--- src/rtl/tiro_pkg.sv ---
// tiro_pkg: state encodings, opcode/mux constants and direction decode helpers for the shot datapath
package tiro_pkg;

    typedef enum logic [3:0] {
        INICIAL    = 4'd0,
        LIMPA      = 4'd1,
        ESPERA     = 4'd2,
        CARREGA    = 4'd3,
        VERIFICA   = 4'd4,
        MOVE       = 4'd6,
        COLISAO    = 4'd7,
        DESCARREGA = 4'd8,
        PROXIMO    = 4'd9,
        FIM        = 4'd10
    } estado_t;

    localparam logic [1:0] OP_CIMA    = 2'b00;
    localparam logic [1:0] OP_BAIXO   = 2'b01;
    localparam logic [1:0] OP_ESQ     = 2'b10;
    localparam logic [1:0] OP_DIR     = 2'b11;
    localparam logic [1:0] POS_ATUAL  = 2'b00;
    localparam logic [1:0] POS_MOVIDA = 2'b01;

    function automatic logic borda_dir(input logic [1:0] op, input logic x_min, input logic x_max,
                                       input logic y_min, input logic y_max);
        return op == OP_CIMA  ? y_min :
               op == OP_BAIXO ? y_max :
               op == OP_ESQ   ? x_min : x_max;
    endfunction

    // vertical moves operate on y, horizontal moves on x
    function automatic logic sel_coor(input logic [1:0] op);
        return ~op[1];
    endfunction

    // up and left decrement their coordinate
    function automatic logic sel_soma_sub(input logic [1:0] op);
        return ~op[0];
    endfunction

endpackage

--- src/rtl/uc_atualiza_tiro.sv ---
// uc_atualiza_tiro: per-tick scan of all shot slots, moving each live shot and unloading
// those that hit an asteroid or leave the board.
module uc_atualiza_tiro
    import tiro_pkg::*;
#(
    parameter int WAIT_READ = 1
) (
    input  logic       clock,
    input  logic       reset,
    input  logic       atualiza_tiro,
    input  logic       loaded_tiro,
    input  logic       rco_contador_tiro,
    input  logic [1:0] opcode_tiro,
    input  logic       x_borda_min_tiro,
    input  logic       x_borda_max_tiro,
    input  logic       y_borda_min_tiro,
    input  logic       y_borda_max_tiro,
    input  logic       colisao_tiro_asteroide,
    output logic       clear_contador_tiro,
    output logic       conta_contador_tiro,
    output logic [1:0] select_mux_pos,
    output logic       select_mux_coor,
    output logic       select_soma_sub,
    output logic       enable_mem_tiro,
    output logic       enable_load_tiro,
    output logic       new_load,
    output logic       tiro_colidiu,
    output logic       tiro_atualizado,
    output logic [3:0] db_estado
);

    estado_t    estado_q;
    logic       colidiu_q;
    logic [1:0] espera_q;
    logic       calc;

    always_ff @(posedge clock or negedge reset) begin
        if (!reset) begin
            estado_q  <= INICIAL;
            colidiu_q <= 1'b0;
            espera_q  <= 2'd0;
        end else begin
            case (estado_q)
                INICIAL:  estado_q <= ESPERA;
                LIMPA:    estado_q <= CARREGA;
                ESPERA:   estado_q <= atualiza_tiro ? LIMPA : ESPERA;
                CARREGA: begin
                    if (espera_q == 2'(WAIT_READ - 1)) begin
                        espera_q <= 2'd0;
                        estado_q <= VERIFICA;
                    end else begin
                        espera_q <= espera_q + 2'd1;
                    end
                end
                VERIFICA: begin
                    if (!loaded_tiro) begin
                        estado_q <= PROXIMO;
                    end else if (colisao_tiro_asteroide) begin
                        colidiu_q <= 1'b1;
                        estado_q  <= DESCARREGA;
                    end else if (borda_dir(opcode_tiro, x_borda_min_tiro, x_borda_max_tiro,
                                           y_borda_min_tiro, y_borda_max_tiro)) begin
                        colidiu_q <= 1'b0;
                        estado_q  <= DESCARREGA;
                    end else begin
                        estado_q <= MOVE;
                    end
                end
                MOVE:     estado_q <= COLISAO;
                COLISAO: begin
                    if (colisao_tiro_asteroide) begin
                        colidiu_q <= 1'b1;
                        estado_q  <= DESCARREGA;
                    end else begin
                        estado_q <= PROXIMO;
                    end
                end
                DESCARREGA: begin
                    colidiu_q <= 1'b0;
                    estado_q  <= PROXIMO;
                end
                PROXIMO:  estado_q <= rco_contador_tiro ? FIM : CARREGA;
                FIM:      estado_q <= ESPERA;
                default: begin
                    colidiu_q <= 1'b0;
                    espera_q  <= 2'd0;
                    estado_q  <= INICIAL;
                end
            endcase
        end
    end

    // the moved coordinate stays visible on the datapath around the MOVE write
    assign calc                = estado_q inside {VERIFICA, MOVE, COLISAO};
    assign clear_contador_tiro = estado_q == LIMPA;
    assign conta_contador_tiro = estado_q == PROXIMO && !rco_contador_tiro;
    assign select_mux_pos      = estado_q == MOVE ? POS_MOVIDA : POS_ATUAL;
    assign select_mux_coor     = calc && sel_coor(opcode_tiro);
    assign select_soma_sub     = calc && sel_soma_sub(opcode_tiro);
    assign enable_mem_tiro     = estado_q == MOVE;
    assign enable_load_tiro    = estado_q == DESCARREGA;
    assign new_load            = 1'b0;
    assign tiro_colidiu        = estado_q == DESCARREGA && colidiu_q;
    assign tiro_atualizado     = estado_q == FIM;
    assign db_estado           = estado_q;

endmodule

--- config.mk ---
export PLATFORM = sky130hd
export DESIGN_NAME = uc_atualiza_tiro
export DESIGN_NICKNAME = d
export VERILOG_FILES = /design/src/rtl/tiro_pkg.sv /design/src/rtl/uc_atualiza_tiro.sv
export SDC_FILE = /design/constraint.sdc
export NUM_CORES = 1
export LEC_CHECK = 0
export ABC_AREA = 1
export CAP_MARGIN = 20
export CORE_AREA = 2 2 43 45
export DETAILED_ROUTE_END_ITERATION = 7
export DIE_AREA = 0 0 45 47
export GPL_ROUTABILITY_DRIVEN = 1
export GPL_TIMING_DRIVEN = 1
export MAX_ROUTING_LAYER = met4
export PLACE_DENSITY_LB_ADDON = 0.2
export RECOVER_POWER = 25
export SETUP_SLACK_MARGIN = 0.3
export SYNTH_ARGS = -nofsm -noshare
export SYNTH_HDL_FRONTEND = slang
export SYNTH_SLANG_ARGS = --single-unit
--- constraint.sdc ---
create_clock -name clock -period 1.45 [get_ports clock]
set_input_delay 0.29 -clock clock [delete_from_list [all_inputs] [get_ports clock]]
set_output_delay 0.29 -clock clock [all_outputs]
set_load 0.02 [all_outputs]
==> Word level (Yosys, flattened, before mapping) <==
Index checks and enable logic that the tools add are counted.
{ "word_totals": {"regBits": 7, "input_bits": 12, "output_inout_bits": 15, "elab_cells": 54} }
{ "classes": {"n_addsub": 1, "eq_ne": 15, "n_mux": 19, "bitwise": 3, "reduce_logical": 13} }
{ "op_table": {"columns": ["operator", "n"], "rows": [
  ["one-hot mux 4 bit (9 select lines)", 1],
  ["2-to-1 mux 4 bit", 5],
  ["equality test 4 x 3 -> 1 bit (second input constant)", 3],
  ["equality test 4 bit (second input constant)", 3],
  ["2-to-1 mux 1 bit", 9],
  ["OR reduction 9 bit", 1],
  ["equality test 4 x 2 -> 1 bit (second input constant)", 2],
  ["OR reduction 7 bit", 1],
  ["inequality test 2 bit (second input constant)", 3],
  ["equality test 4 x 1 -> 1 bit (second input constant)", 1],
  ["logical AND 1 bit", 4],
  ["zero test 2 bit", 2],
  ["zero test 4 bit", 1],
  ["2-to-1 mux 2 bit", 2],
  ["one-hot mux 2 bit (2 select lines)", 1],
  ["AND reduction 4 bit", 1],
  ["inequality test 3 bit (second input constant)", 1],
  ["inverter 1 bit", 3],
  ["one-hot mux 1 bit (3 select lines)", 1],
  ["nonzero test 3 bit", 1],
  ["adder 2 x 1 -> 2 bit (second input constant)", 1],
  ["equality test 2 x 1 -> 1 bit (second input constant)", 1],
  ["equality test 2 bit (second input constant)", 1],
  ["OR reduction 2 bit", 1],
  ["zero test 1 bit", 1]
]} }

==> Longest topological paths before layout <==
{ "depth": {"ltp_word": 8, "depth_mapped": 9} }

==> Worst setup path before layout <==
Ideal clock, no wire load.
{ "synth_timing": {"kind": "reg-to-output", "from": "reg estado_q[1] (netlist: db_estado[1])", "to": "out tiro_colidiu", "t_arrival_ns": 1.394, "required_ns": 1.160, "setup_slack_ns": -0.234, "stages_incl_launch_ff": 5, "path_cell_list": "dfrtp_1 -> nor2_1 -> inv_2 -> nor2_1 -> and2_1"} }
{ "synth_via": {"elab_chain_len": 2} }
{ "synth_rtl": {"columns": ["element", "line", "rtl"], "rows": [
  ["from (decl)", "uc_atualiza_tiro.sv:32", "estado_t estado_q;"],
  ["from (signal assigned)", "uc_atualiza_tiro.sv:46", "ESPERA: estado_q <= atualiza_tiro ? LIMPA : ESPERA;"],
  ["from (signal assigned)", "uc_atualiza_tiro.sv:82", "PROXIMO: estado_q <= rco_contador_tiro ? FIM : CARREGA;"],
  ["equality test 4 bit", null, null],
  ["net enable_load_tiro", "uc_atualiza_tiro.sv:25", "output logic enable_load_tiro,"],
  ["logical AND 1 bit", "uc_atualiza_tiro.sv:103", "assign tiro_colidiu = estado_q == DESCARREGA && colidiu_q;"],
  ["to (decl)", "uc_atualiza_tiro.sv:27", "output logic tiro_colidiu,"]
]} }
The timed path passes the listed nets, and every way through them passes these cells.

==> Worst setup path in the final report <==
{ "layout_timing": {"from": "reg estado_q[2] (netlist: db_estado[2])", "to": "out tiro_colidiu"} }
{ "layout_via": {"elab_chain_len": 2} }
{ "layout_rtl": {"columns": ["element", "line"], "rows": [
  ["equality test 4 bit", "uc_atualiza_tiro.sv:103"],
  ["logical AND 1 bit", "uc_atualiza_tiro.sv:103"]
]} }
No other way between the ends.

==> results.md <==
Power:
- The total design power is 2.29 mW.
- The leakage power total is roughly 0.63 nW.
- Of the total power, the share spent switching nets is 0.466.
- The total internal power is ~1.2 mW.
- The power share of the clock group is 0.078.
- The net switching power is 1.07 mW.
- The power per cell area is around 1800 mW/mm².
- Across the VDD grid, the largest voltage drop is between 1 and 1.5 mV.
- The share of total power dissipated in sequential elements is 0.164.
- Of the total power, combinational logic draws 0.759.

Clock network:
- The clock transition at the registers of the reported paths is approximately 0.06 ns.
- TritonCTS built the clock tree.
- Clock latency on the worst-skew pair, taken at its later pin, is roughly 0.25 ns.
- The hold buffer count at CTS is 0.
- The number of sinks driven by the clock tree is 7.
- The master cell of the clock root buffer is sky130_fd_sc_hd__clkbuf_4.
- The number of buffers on the longest clock path is 2.
- The number of clock buffers added by TritonCTS is 3.
- The CTS H-tree depth is 1.

Synthesis:
- The instance count of the mapped netlist is 95.
- Averaged over all synthesized cells, the footprint is between 6 and 7 µm².
- In this run, synthesis produced a sequential element count of 7.
- In the synthesized netlist the async set-or-reset flop fraction comes to 1.00.
- Of the post-synthesis cell area, the dominant cell type holds 0.286.
- The number of enable-type register cells in the synthesized netlist is 0.
- The sequential-to-total area share from yosys stat is 0.286.
- After synthesis, the most frequently instantiated cells are sky130_fd_sc_hd__nand2_1, sky130_fd_sc_hd__inv_1, sky130_fd_sc_hd__nor2_1, sky130_fd_sc_hd__dfrtp_1, sky130_fd_sc_hd__nand3_1.
- The synthesized design spends more area on one cell type than any other, namely sky130_fd_sc_hd__dfrtp_1.
- The count of cell types in the netlist is 19.
- The most common cell in the netlist is sky130_fd_sc_hd__nand2_1.
- Sorting the synthesized cells by area gives the leading types as sky130_fd_sc_hd__dfrtp_1, sky130_fd_sc_hd__nand2_1, sky130_fd_sc_hd__inv_1, sky130_fd_sc_hd__nor2_1, sky130_fd_sc_hd__nand3_1.
- The mapped cell area is slightly above 600 µm².
- In the synthesized netlist the dominant register cell turns out to be sky130_fd_sc_hd__dfrtp_1.
- The count of warnings emitted by yosys is 0.

GRT:
- For this run, global-route usage on met3 was measured as 0.0308.
- The number of global-route vias before repair is slightly above 800.
- For this run, global-route usage on met1 was measured as 0.237.
- The wire length of the first global-routing pass is ~3.4 mm.
- The layer carrying the most global-route usage is met2.
- The residual overflow from global routing is 0.
- The pin count of the biggest net entering global routing is 8.
- The aggregate global-route resource usage is 0.227.
- The number of antenna violations at the first check in global routing came to 0.
- The met2 demand-to-capacity share in global routing is 0.440.

STA:
- The slack of the critical path is -0.0850 ns.
- Setup violations remaining at the end of the flow were counted as 10.
- The final-layout setup total negative slack is -0.481 ns.
- Setup repair after global routing could not meet its margin everywhere.
- The final-report hold violation count came to 0.
- Between clock sinks in the finished design, the worst skew comes to around 0.0034 ns.
- The worst hold slack after final layout is ~0.37 ns.
- The clock period minus final worst setup slack is roughly 1.5 ns.
- The post-route clock period utilization is 1.06.
- The number of pins with negative max-slew slack in the final report is 0.
- For this run, the top clock speed supported by timing is between 600 and 700 MHz.

Setup path:
- STA classifies the critical path endpoint as an output pin.
- Data arrives at the worst endpoint at ~1.3 ns.
- The worst path required time is 1.16 ns.
- Along the worst path, the maximum fanout reaches 3.
- The largest single stage delay on the critical path is 0.44 ns.
- Traced cell by cell, the critical path runs through inv_4 -> nand2_4 -> nor2_4 -> and2_4 -> buf_6.
- STA classifies the critical path startpoint as a flop.
- The classification of the worst setup path is flop to output pin.
- The slowest stage of the critical path is the sky130_fd_sc_hd__dfrtp_2 cell.
- Measured in cells, the most critical reg-to-reg path has a length of 11.

Layout:
- The summed area of non-filler cells in the final layout is about 0.0013 mm².
- The repair_antennas step left the layout with diodes totalling 0.
- For this run, the post-layout net count is between 150 and 200.
- Of the cells placed in the final design, the portion with a size suffix greater than 1 is 0.568.
- The synthesis-to-finish area growth is 104%.
- The post-layout utilization of the core is 0.758.

Drt:
- The routed layout has slightly below 800 vias.
- The number of detailed-route iterations in the first pass is 4.
- After detailed routing, the average wire length per cell comes to about 12 µm.
- For this run, design rule violations remaining after detail routing come to 0.
- The per-cell via count in the routed design is between 4 and 5.
- The detailed router finished its first iteration with 5 violations.
- The post-detailed-route count of antenna-violating nets is 0.
- Wires add up to 1.99 mm.

Die:
- The area enclosed by the die boundary is about 0.0021 mm².
- In this run the vertical extent of the chip is 47 µm.
- The core region is 0.00165 mm².
- The standard-cell row count is 15.
- The horizontal extent of the die is 45 µm.
- For this configuration, the core starts out at a cell density of 0.370.
- 27 I/O pins were placed.

Run:
- Max-cap violations in this run came to 0.

Outcome:
- The final reports fail on negative setup slack.
- The flow ran to the end, but the final reports show violations.

Placement:
- The last weighted congestion value of the routability-driven placer is approximately 0.85.
- The half-perimeter wire length after detailed placement is ~1.6 mm.
- During placement, the flow inserted port buffers numbering 24.
- The instance area after placement is around 0.0011 mm².

Worst hold path:
- The min-delay analysis places its worst path in the category primary input to async pin.
-- power groups by stage --
stage,registers (mW),clock network [mW],logic (mW)
floorplan,0.431,0,0.729
global placement,0.359,0,1.42
detailed placement,0.364,0,1.45
CTS,0.369,0.176,1.72
global route,0.382,0.199,1.85
finish,0.375,0.178,1.74
-- metal layers --
layer | routed length [µm] | up-vias
met5 | 0 | -
met4 | 38 | 0
met3 | 68 | 4
met2 | 1100 | 19
met1 | 786 | 359
li1 | - | 396
-- through the flow --
stage | std cells | setup slack, ns
after global routing | 165 | -0.122
after floorplan | 96 | 0.106
after detailed placement | 155 | -0.323
final | 165 | -0.0850
after CTS | 164 | -0.0715
after global placement | 155 | -0.301
-- layout by cell type (no fill, tap or decap), types with 4 or more instances in the layout --
cell and count:
sky130_fd_sc_hd__buf_4 23, sky130_fd_sc_hd__nand2_4 5, sky130_fd_sc_hd__clkdlybuf4s50_1 8, sky130_fd_sc_hd__o21ai_0 4, sky130_fd_sc_hd__nand2_1 18, sky130_fd_sc_hd__nand3_1 6
sky130_fd_sc_hd__dfrtp_2 4, sky130_fd_sc_hd__inv_2 7, sky130_fd_sc_hd__buf_6 17, sky130_fd_sc_hd__nor2_4 11, sky130_fd_sc_hd__inv_1 9
-- final cells by class --
class                      instances  area (µm²)
multi-input combinational         67         473
sequential                         7         180
fill                             120         400
clock buffer                       4        26.3
tap                               17        21.3
inverter                          19        78.8
timing repair buffer              51         472
-- cells by family (layout without fill, tap and decap cells) --
family / after synthesis / after routing / share of synthesized area
adder cells (fa/ha/maj): 2 / 2 / 0.0409
other: 1 / 2 / 0.00613
buffers and inverters: 22 / 74 / 0.153
flip-flops: 7 / 7 / 0.286
AND/OR/NAND/NOR: 55 / 55 / 0.444
AO/OA/AOI/OAI: 8 / 8 / 0.0695
-- flip-flops by register name, indices dropped and copies added, names as in the netlist --
register,count
colidiu_q,1
db_estado,4
espera_q,2
-- timing repair --
action | CTS | global route
setup buffers | 5 | 1
pin swaps | 15 | 4
resized for setup | 98 | 1
hold endpoints to repair | 0 | 0
gates cloned | 0 | 0
endpoints found under the setup margin | 20 | 20
-- critical path, delay by kind of cell (launching register included) --
kind / cells / cell delay [ns]
and+or+nand+nor: 3 / 0.36
buffers and inverters: 2 / 0.18
DFF: 1 / 0.44
-- path summary, 6_finish.rpt --
check                             startpoint           end  slack, ns
worst max-delay path            db_estado[2]  tiro_colidiu      -0.09
worst min-delay path                   reset   espera_q[1]       0.37
worst max register to register  db_estado[1]     colidiu_q      -0.03
worst min register to register     colidiu_q     colidiu_q       0.48
max in group asynchronous              reset  db_estado[0]       0.82
min in group clock                 colidiu_q     colidiu_q       0.48
Note: power is estimated with default switching activity, not from simulation.
